### src/rtl/ref_entry.sv
// ---------------------------------------------------------------------------
// ref_entry
//   Pushbutton front end for the servo reference. Five raw buttons are
//   synchronized and debounced. Each debounced press becomes a one-cycle
//   event. The operator edits an 8-bit value one decimal digit at a time,
//   and the value saturates to 0..MAX_REF. OK issues a one-cycle send strobe,
//   followed by a lockout window.
//
// Ports:
//   clk        system clock
//   rst        asynchronous, active-high reset
//   btn_up     raw button: add weight of the selected digit
//   btn_down   raw button: subtract weight of the selected digit
//   btn_left   raw button: move cursor toward hundreds
//   btn_right  raw button: move cursor toward units
//   btn_ok     raw button: send current value
//   ref_val    edited reference value (8 bits)
//   enviar     one-cycle send strobe
//   digit_sel  one-hot cursor {cent,dec,uni}
//   busy       high while sending and during the post-send lockout
//
// Strobe semantics: enviar is high for exactly one clk cycle. ref_val is
// guaranteed unchanged in that cycle, so the receiver may latch ref_val
// whenever enviar is high. There is no back-pressure.
// ---------------------------------------------------------------------------
module ref_entry #(
  parameter int DEB_CYCLES  = 500000,
  parameter int HOLD_CYCLES = 16,
  parameter int MAX_REF     = 255,
  parameter int INIT_REF    = 0
) (
  input  logic       clk,
  input  logic       rst,
  input  logic       btn_up,
  input  logic       btn_down,
  input  logic       btn_left,
  input  logic       btn_right,
  input  logic       btn_ok,
  output logic [7:0] ref_val,
  output logic       enviar,
  output logic [2:0] digit_sel,
  output logic       busy
);

  // Button index within the packed button vectors.
  localparam int B_UP = 0;
  localparam int B_DN = 1;
  localparam int B_LF = 2;
  localparam int B_RT = 3;
  localparam int B_OK = 4;

  localparam int CW  = (DEB_CYCLES  > 1) ? $clog2(DEB_CYCLES + 1)  : 1;
  localparam int HCW = (HOLD_CYCLES > 1) ? $clog2(HOLD_CYCLES + 1) : 1;

  localparam logic [CW-1:0]  DEB_LAST  = CW'(DEB_CYCLES - 1);
  localparam logic [HCW-1:0] HOLD_LAST = HCW'(HOLD_CYCLES - 1);
  localparam logic [8:0]     MAX9      = 9'(MAX_REF);
  localparam logic [7:0]     INIT8     = 8'(INIT_REF);

  typedef enum logic [1:0] {
    IDLE = 2'd0,
    SEND = 2'd1,
    HOLD = 2'd2
  } state_t;

  logic [4:0]    raw;
  logic [4:0]    sync1;
  logic [4:0]    sync2;
  logic [4:0]    deb;
  logic [4:0]    deb_d;
  logic [4:0]    evt;
  logic [CW-1:0] cnt [5];

  assign raw = {btn_ok, btn_right, btn_left, btn_down, btn_up};

  // -------------------------------------------------------------------------
  // Synchronize, debounce and edge-detect all five buttons.
  // The counter runs only while the synchronized level differs from the
  // accepted level. Any return to the accepted level restarts the counter.
  // The new level is accepted once it has been stable for DEB_CYCLES cycles.
  // The event is registered, so it lands one cycle after the accepted level
  // rises. Press-to-event latency is therefore 2 + DEB_CYCLES + 1 cycles.
  // -------------------------------------------------------------------------
  always_ff @(posedge clk or posedge rst) begin
    if (rst) begin
      sync1 <= '0;
      sync2 <= '0;
      deb   <= '0;
      deb_d <= '0;
      evt   <= '0;
      for (int i = 0; i < 5; i++) begin
        cnt[i] <= '0;
      end
    end else begin
      sync1 <= raw;
      sync2 <= sync1;
      deb_d <= deb;
      evt   <= deb & ~deb_d;
      for (int i = 0; i < 5; i++) begin
        if (sync2[i] != deb[i]) begin
          if (cnt[i] == DEB_LAST) begin
            deb[i] <= sync2[i];
            cnt[i] <= '0;
          end else begin
            cnt[i] <= cnt[i] + 1'b1;
          end
        end else begin
          cnt[i] <= '0;
        end
      end
    end
  end

  // -------------------------------------------------------------------------
  // Digit arithmetic. The math is done in 9 bits so that saturation needs
  // no wrap detection.
  // -------------------------------------------------------------------------
  logic [8:0] weight;
  logic [8:0] sum9;
  logic [7:0] up_val;
  logic [7:0] dn_val;

  always_comb begin
    weight = 9'd1;
    case (digit_sel)
      3'b100:  weight = 9'd100;
      3'b010:  weight = 9'd10;
      default: weight = 9'd1;
    endcase
    sum9   = {1'b0, ref_val} + weight;
    up_val = (sum9 > MAX9) ? MAX9[7:0] : sum9[7:0];
    dn_val = ({1'b0, ref_val} < weight) ? 8'd0 : 8'(({1'b0, ref_val} - weight));
  end

  // -------------------------------------------------------------------------
  // Control FSM. All outputs are registered.
  // In IDLE, events are served with the priority ok > up > down > left > right.
  // Only the winning event is acted on; the others are discarded.
  // Any event that fires in SEND or HOLD is dropped.
  // -------------------------------------------------------------------------
  state_t         state;
  logic [HCW-1:0] hcnt;

  always_ff @(posedge clk or posedge rst) begin
    if (rst) begin
      state     <= IDLE;
      ref_val   <= INIT8;
      digit_sel <= 3'b001;
      enviar    <= 1'b0;
      busy      <= 1'b0;
      hcnt      <= '0;
    end else begin
      case (state)
        IDLE: begin
          enviar <= 1'b0;
          busy   <= 1'b0;
          if (evt[B_OK]) begin
            state  <= SEND;
            enviar <= 1'b1;
            busy   <= 1'b1;
          end else if (evt[B_UP]) begin
            ref_val <= up_val;
          end else if (evt[B_DN]) begin
            ref_val <= dn_val;
          end else if (evt[B_LF]) begin
            digit_sel <= (digit_sel == 3'b001) ? 3'b010 : 3'b100;
          end else if (evt[B_RT]) begin
            digit_sel <= (digit_sel == 3'b100) ? 3'b010 : 3'b001;
          end
        end
        SEND: begin
          enviar <= 1'b0;
          busy   <= 1'b1;
          hcnt   <= '0;
          state  <= HOLD;
        end
        HOLD: begin
          busy <= 1'b1;
          if (hcnt != HOLD_LAST) begin
            hcnt <= hcnt + 1'b1;
          end else if (!deb[B_OK]) begin
            // Stay locked until OK is released, so one long press never
            // produces a second send.
            state <= IDLE;
            busy  <= 1'b0;
          end
        end
        default: begin
          state  <= IDLE;
          enviar <= 1'b0;
          busy   <= 1'b0;
        end
      endcase
    end
  end

endmodule

### config.mk
export PLATFORM = sky130hd
export DESIGN_NAME = ref_entry
export DESIGN_NICKNAME = d
export VERILOG_FILES = /design/src/rtl/ref_entry.sv
export SDC_FILE = /design/constraint.sdc
export NUM_CORES = 1
export LEC_CHECK = 0
export CAP_MARGIN = 10
export CORE_UTILIZATION = 56
export DETAILED_ROUTE_END_ITERATION = 16
export HOLD_SLACK_MARGIN = 0.06
export PLACE_DENSITY = 0.82
export SLEW_MARGIN = 20
export SYNTH_ARGS = -nofsm -noshare
export SYNTH_HDL_FRONTEND = slang
export SYNTH_SLANG_ARGS = --single-unit
### constraint.sdc
create_clock -name clk -period 6.57 [get_ports clk]
set_input_delay 1.314 -clock clk [delete_from_list [all_inputs] [get_ports clk]]
set_output_delay 1.314 -clock clk [all_outputs]
set_load 0.02 [all_outputs]
* Yosys cells after proc, flatten, opt, wreduce, memory -nomap -nowiden
Cells that the tools add are included.
** Storage, ports and cells
- Word-level logic and storage cells :: 98
- Output and inout bits :: 13
- Bits in registers :: 140
- Input port bits :: 7
** Cells by class
- Add/sub/neg operators :: 8
- Mux-type cells :: 30
- Bitwise gates (word level) :: 5
- Equality and inequality tests :: 20
- Magnitude comparators :: 2
- Reduce and logical (&&, ||, !) cells :: 13
** Operators by type and width (count)
- 19-bit two-way mux :: 10
- 19-bit by 1-bit adder with 19-bit output, second input constant :: 5
- 19-bit == test, second input constant :: 5
- 8-bit two-way mux :: 4
- 7-bit one-hot mux with 2 select lines :: 1
- 2-bit AND reduction :: 6
- 5-bit one-hot mux with 2 select lines :: 1
- 8-bit by 9-bit adder with 9-bit output :: 1
- 9-bit by 8-bit > comparator with 1-bit output, second input constant :: 1
- 8-bit by 9-bit < comparator with 1-bit output :: 1
- 3-bit two-way mux :: 3
- 2-bit two-way mux :: 4
- 2-bit inequality test, second input constant :: 4
- 8-bit subtractor :: 1
- 2-bit one-hot mux with 3 select lines :: 1
- 3-bit AND reduction :: 2
- 2-bit nonzero test :: 3
- 5-bit by 1-bit adder with 5-bit output, second input constant :: 1
- 5-bit bitwise AND :: 1
- 5-bit two-way mux :: 1
- 1-bit inequality test :: 5
- 5-bit by 4-bit inequality test with 1-bit output, second input constant :: 1
- 5-bit NOT :: 1
- 5-bit AND reduction :: 1
- 10 further kinds :: 14

* Logic depth before layout (Yosys ltp)
- Depth after elaboration :: 6
- Mapped depth :: 12
- Depth with buffers taken out :: 12

* Least setup slack after synthesis
Ideal clock, no wire load.
- Path type :: reg2reg
- Start :: register digit_sel[2]
- End :: register ref_val[6]
- Setup slack :: 3.728 ns
- Library setup time :: 0.126 ns
- Clock period less this slack :: 2.842 ns
- Data required time :: 6.444 ns
- Path buffers :: 1
- Data arrival time :: 2.716 ns
- Stages on the path, launching flop included :: 9
- Path through :: dfrtp_1 nor3b_1 inv_1 ha_1 clkbuf_1 a211o_1 o41a_1 and3_1 a221o_1
** On the way
- Word-level cells in the longest chain between the ends :: 6
- Elaborated cells on any way between the ends :: 11
- Those cells by class :: add/sub: 2; order compare: 2; eq/ne: 2; mux: 5
** RTL lines
- start: declaration :: line 41 : output logic [2:0] digit_sel,
- start signal: assignment :: line 166 : digit_sel <= (digit_sel == 3'b001) ? 3'b010 : 3'b100;
- start signal: assignment :: line 168 : digit_sel <= (digit_sel == 3'b100) ? 3'b010 : 3'b001;
- 3-bit by 2-bit == test with 1-bit output or 3-bit == test (tied branches) :: line 125 : case (digit_sel)
- 7-bit one-hot mux with 2 select lines * :: line 125
- 8-bit by 9-bit adder with 9-bit output (tied with other cells) :: line 130 : sum9 = {1'b0, ref_val} + weight;
- 9-bit by 8-bit > comparator with 1-bit output or 8-bit two-way mux (tied branches) :: line 131, 132
- 8-bit two-way mux, on equally long branches :: line 131, 163
- 8-bit two-way mux * :: line 161 : end else if (evt[B_UP]) begin
- end signal: assignment :: line 162 : ref_val <= up_val;
- end signal: assignment :: line 164 : ref_val <= dn_val;
- end: declaration :: line 39 : output logic [7:0] ref_val,
Mark *: on every way between the ends. The rest lies on a longest branch, timed or not. The select of a mux whose other input is x is not followed.
A chain may end at the register's enable or synchronous reset.

* Final worst setup path
- Start :: register digit_sel[1]
- End :: register ref_val[6]
The elaborated chain is that of the path after synthesis.

==> qor.yml <==
die_h_um: 113.7
io_pins: 20
final_nets: 759
syn_nets: 740
ys_ff_latch: 140
grt_util_all_layers: 0.2299
fmax_mhz: 320.9
startpoint_type: "register"
seq_area_frac_synth: 0.5012
clkSinkCount: 140
slowest_delay_ps: 670
cts_resized: 0
grt_first_pass_wirelength_mm: 23.49
avgSynthCellArea_um2: 9.822
drt_pass1_iterations: 4
cts_tree: "yes"
syn_to_final_growth_pct: 12.92
start_util: 0.5774
cts_buffers: 17
place_congestion: 0.8639
clk_pin_slew_ps: 50
critical_path_class: "register to register"
postSynthCellCount: 712
final.setup.tns_ps: 0
htreeDepth: 4
drc: 0
layout_min_cycle_time_ps: 3116
port_buffers: 19
drt_iter0_markers: 372
fp-row-count: 40
dieArea_um2: 12940
core_region_area_um2: 12110
cp_top_family: "compound AO/OA/AOI/OAI gates"
die_x_um: 113.7
clockRootBuffer: "clkbuf_16"
clk_latency_ps: 420
drtAntennaViolNets: 0
vias: 5134
yosys_warnings: 0
cp_max_fo: 10
drv_cap: 0
hold_violations: 0
cp-end-kind: "register"
cts_max_path_buffers: 2
post_drt_wl_per_cell_um: 14.30
hold_class: "register to register"
worst_slew_pin_slew_ps: 774.6
grt_pass1_vias: 5201
design_area_um2: 7896
crit_path_top_delay_cell: "nor3b_1"
path_cells: "nor3b_1, inv_1, ha_1, a211o_1, o41a_1, and3_1, a221o_1"
antenna_found_initial: 0
cellPowerDensity_nw_per_um2: 238.9
fin_skew_ps: 6.876
drive_gt1_frac: 0.06183
finalCritPeriodShare: 0.4743
antenna_cells: 0
critPathRequiredTime_ps: 6870
outcome: "finished, final reports clean"
setup_viol: 0
synth.distinct_cells: 58
rsz0062_at_grt: "false"
fin_ws_ps: 3454
maxSlewViolCount: 0
synthFlopType: "dfrtp_1"
dp_hpwl_mm: 8.857
stdcell_count: 912
holdWs_ps: 346.8
ir_drop_v: 0.0001978
dpl-instance-area_um2: 7291
dp.cells: 880
crit_buf_inv: 1
postCtsSetupRepairBufs: 0
grt_max_degree: 91
synth_edf_count: 0
p_leak_nw: 3.437
synth_area_um2: 6993
cts_hold_buf: 0
slew_headroom: 0.4825
cp_data_arrival_time_ps: 3420
overflow: 0
async_flop_share: 1.000
routed_via_density: 5.629
dp_slack_ps: 3468
drt_wl_total_mm: 13.05
## state kept, by name, summed over array words and instances (netlist names), 5 cells and up
signal and flops:
hcnt 5, deb 5, evt 5, sync2 5, cnt 95, deb_d 5, sync1 5, ref_val 8
## where the power goes
| group | switching [mW] | internal [mW] | leakage, nW |
|---|---|---|---|
| Combinational | 0.0332 | 0.0131 | 1.23 |
| Sequential | 0.00960 | 0.873 | 1.92 |
| Clock | 0.350 | 0.607 | 0.294 |
| Total | 0.393 | 1.49 | 3.44 |
## synth_stat cells (all sizes together) (3+ instances only)
cell type	instances	area, um2
dfrtp	139	3478
nor2	136	510.5
nand2	51	191.4
xor2	50	437.9
xnor2	46	402.9
nand3	38	190.2
inv	24	90.09
a21oi	23	115.1
ha	19	237.7
o21ai	19	95.09
nand4	17	106.4
nor3	16	85.08
and3	13	82.58
buf	12	85.07
and4	11	97.59
nor4	10	62.56
clkbuf	8	30.03
nor4b	8	70.07
nor2b	6	37.54
or2	5	31.28
and2	4	25.02
mux2	4	45.04
nor3b	4	30.03
o211ai	4	30.03
a21o	3	22.52
nand2b	3	18.77
nor4bb	3	30.03
o21a	3	22.52
o31a	3	26.28
## cell families after synthesis
group | Yosys count | share of synthesized area
buffers and inverters | 44 | 0.02934
muxes | 6 | 0.009304
adders and majority gates | 21 | 0.03972
and+or+nand+nor | 333 | 0.2339
xor gates and xnor gates | 96 | 0.1202
DFF | 140 | 0.5012
AOI/OAI and AO/OA | 72 | 0.06638
## worst reg2reg max path, stage by stage (launching register included)
cell and delay [ps]:
dfrtp_1 420, nor3b_1 670, inv_1 200, ha_1 470
a211o_1 360, o41a_1 410, and3_1 220, a221o_1 250
## cell type report
type                            instances  area (um2)
Clock buffer                           22       494.2
Clock inverter                         10       111.4
Fill cell                             961        4215
Inverter                               24       95.09
Multi-Input combinational cell        528        3283
Sequential cell                       140        3505
Tap cell                              168       210.2
Timing Repair Buffer                   20       197.7
## layout by cell type, fill, tap and decap left out, types with 19 or more instances in the layout
cell type        synthesis  routed
dfrtp_1                139     139
nor2_1                 136     136
nand2_1                 51      51
xor2_1                  50      50
xnor2_1                 46      46
nand3_1                 38      38
inv_1                   24      23
a21oi_1                 23      23
ha_1                    19      19
clkdlybuf4s50_1          0      19
## through the flow
step	utilization	power (mW)
6_report	0.6520	1.887
5_1_grt	0.6520	1.959
4_1_cts	0.6520	1.910
3_5_place_dp	0.6020	0.9458
3_3_place_gp	0.6020	0.9428
2_1_floorplan	-	0.9337
## final timing paths
check                                               from                     end  slack [ps]  depth (start not counted)
max in group asynchronous                            rst       cnt[13]$_DFF_PP0_        4020                          3
min in group asynchronous                            rst       cnt[51]$_DFF_PP0_        1420                          2
worst min-delay path                  sync1[2]$_DFF_PP0_      sync2[2]$_DFF_PP0_         350                          0
worst max-delay path            digit_sel[1]$_DFFE_PP0P_  ref_val[6]$_DFFE_PP0P_        3450                          7
worst max register to register  digit_sel[1]$_DFFE_PP0P_  ref_val[6]$_DFFE_PP0P_        3450                          7
worst min register to register        sync1[2]$_DFF_PP0_      sync2[2]$_DFF_PP0_         350                          0
## per-layer routing
metal | vias up | track usage | wire length, um
li1 | 2485 | - | -
met1 | 2542 | 0.2951 | 6082
met2 | 82 | 0.3667 | 6371
met3 | 25 | 0.06854 | 366
met4 | 0 | 0.09211 | 226
met5 | - | 0 | 0
Note: power is estimated with default switching activity, not from simulation.
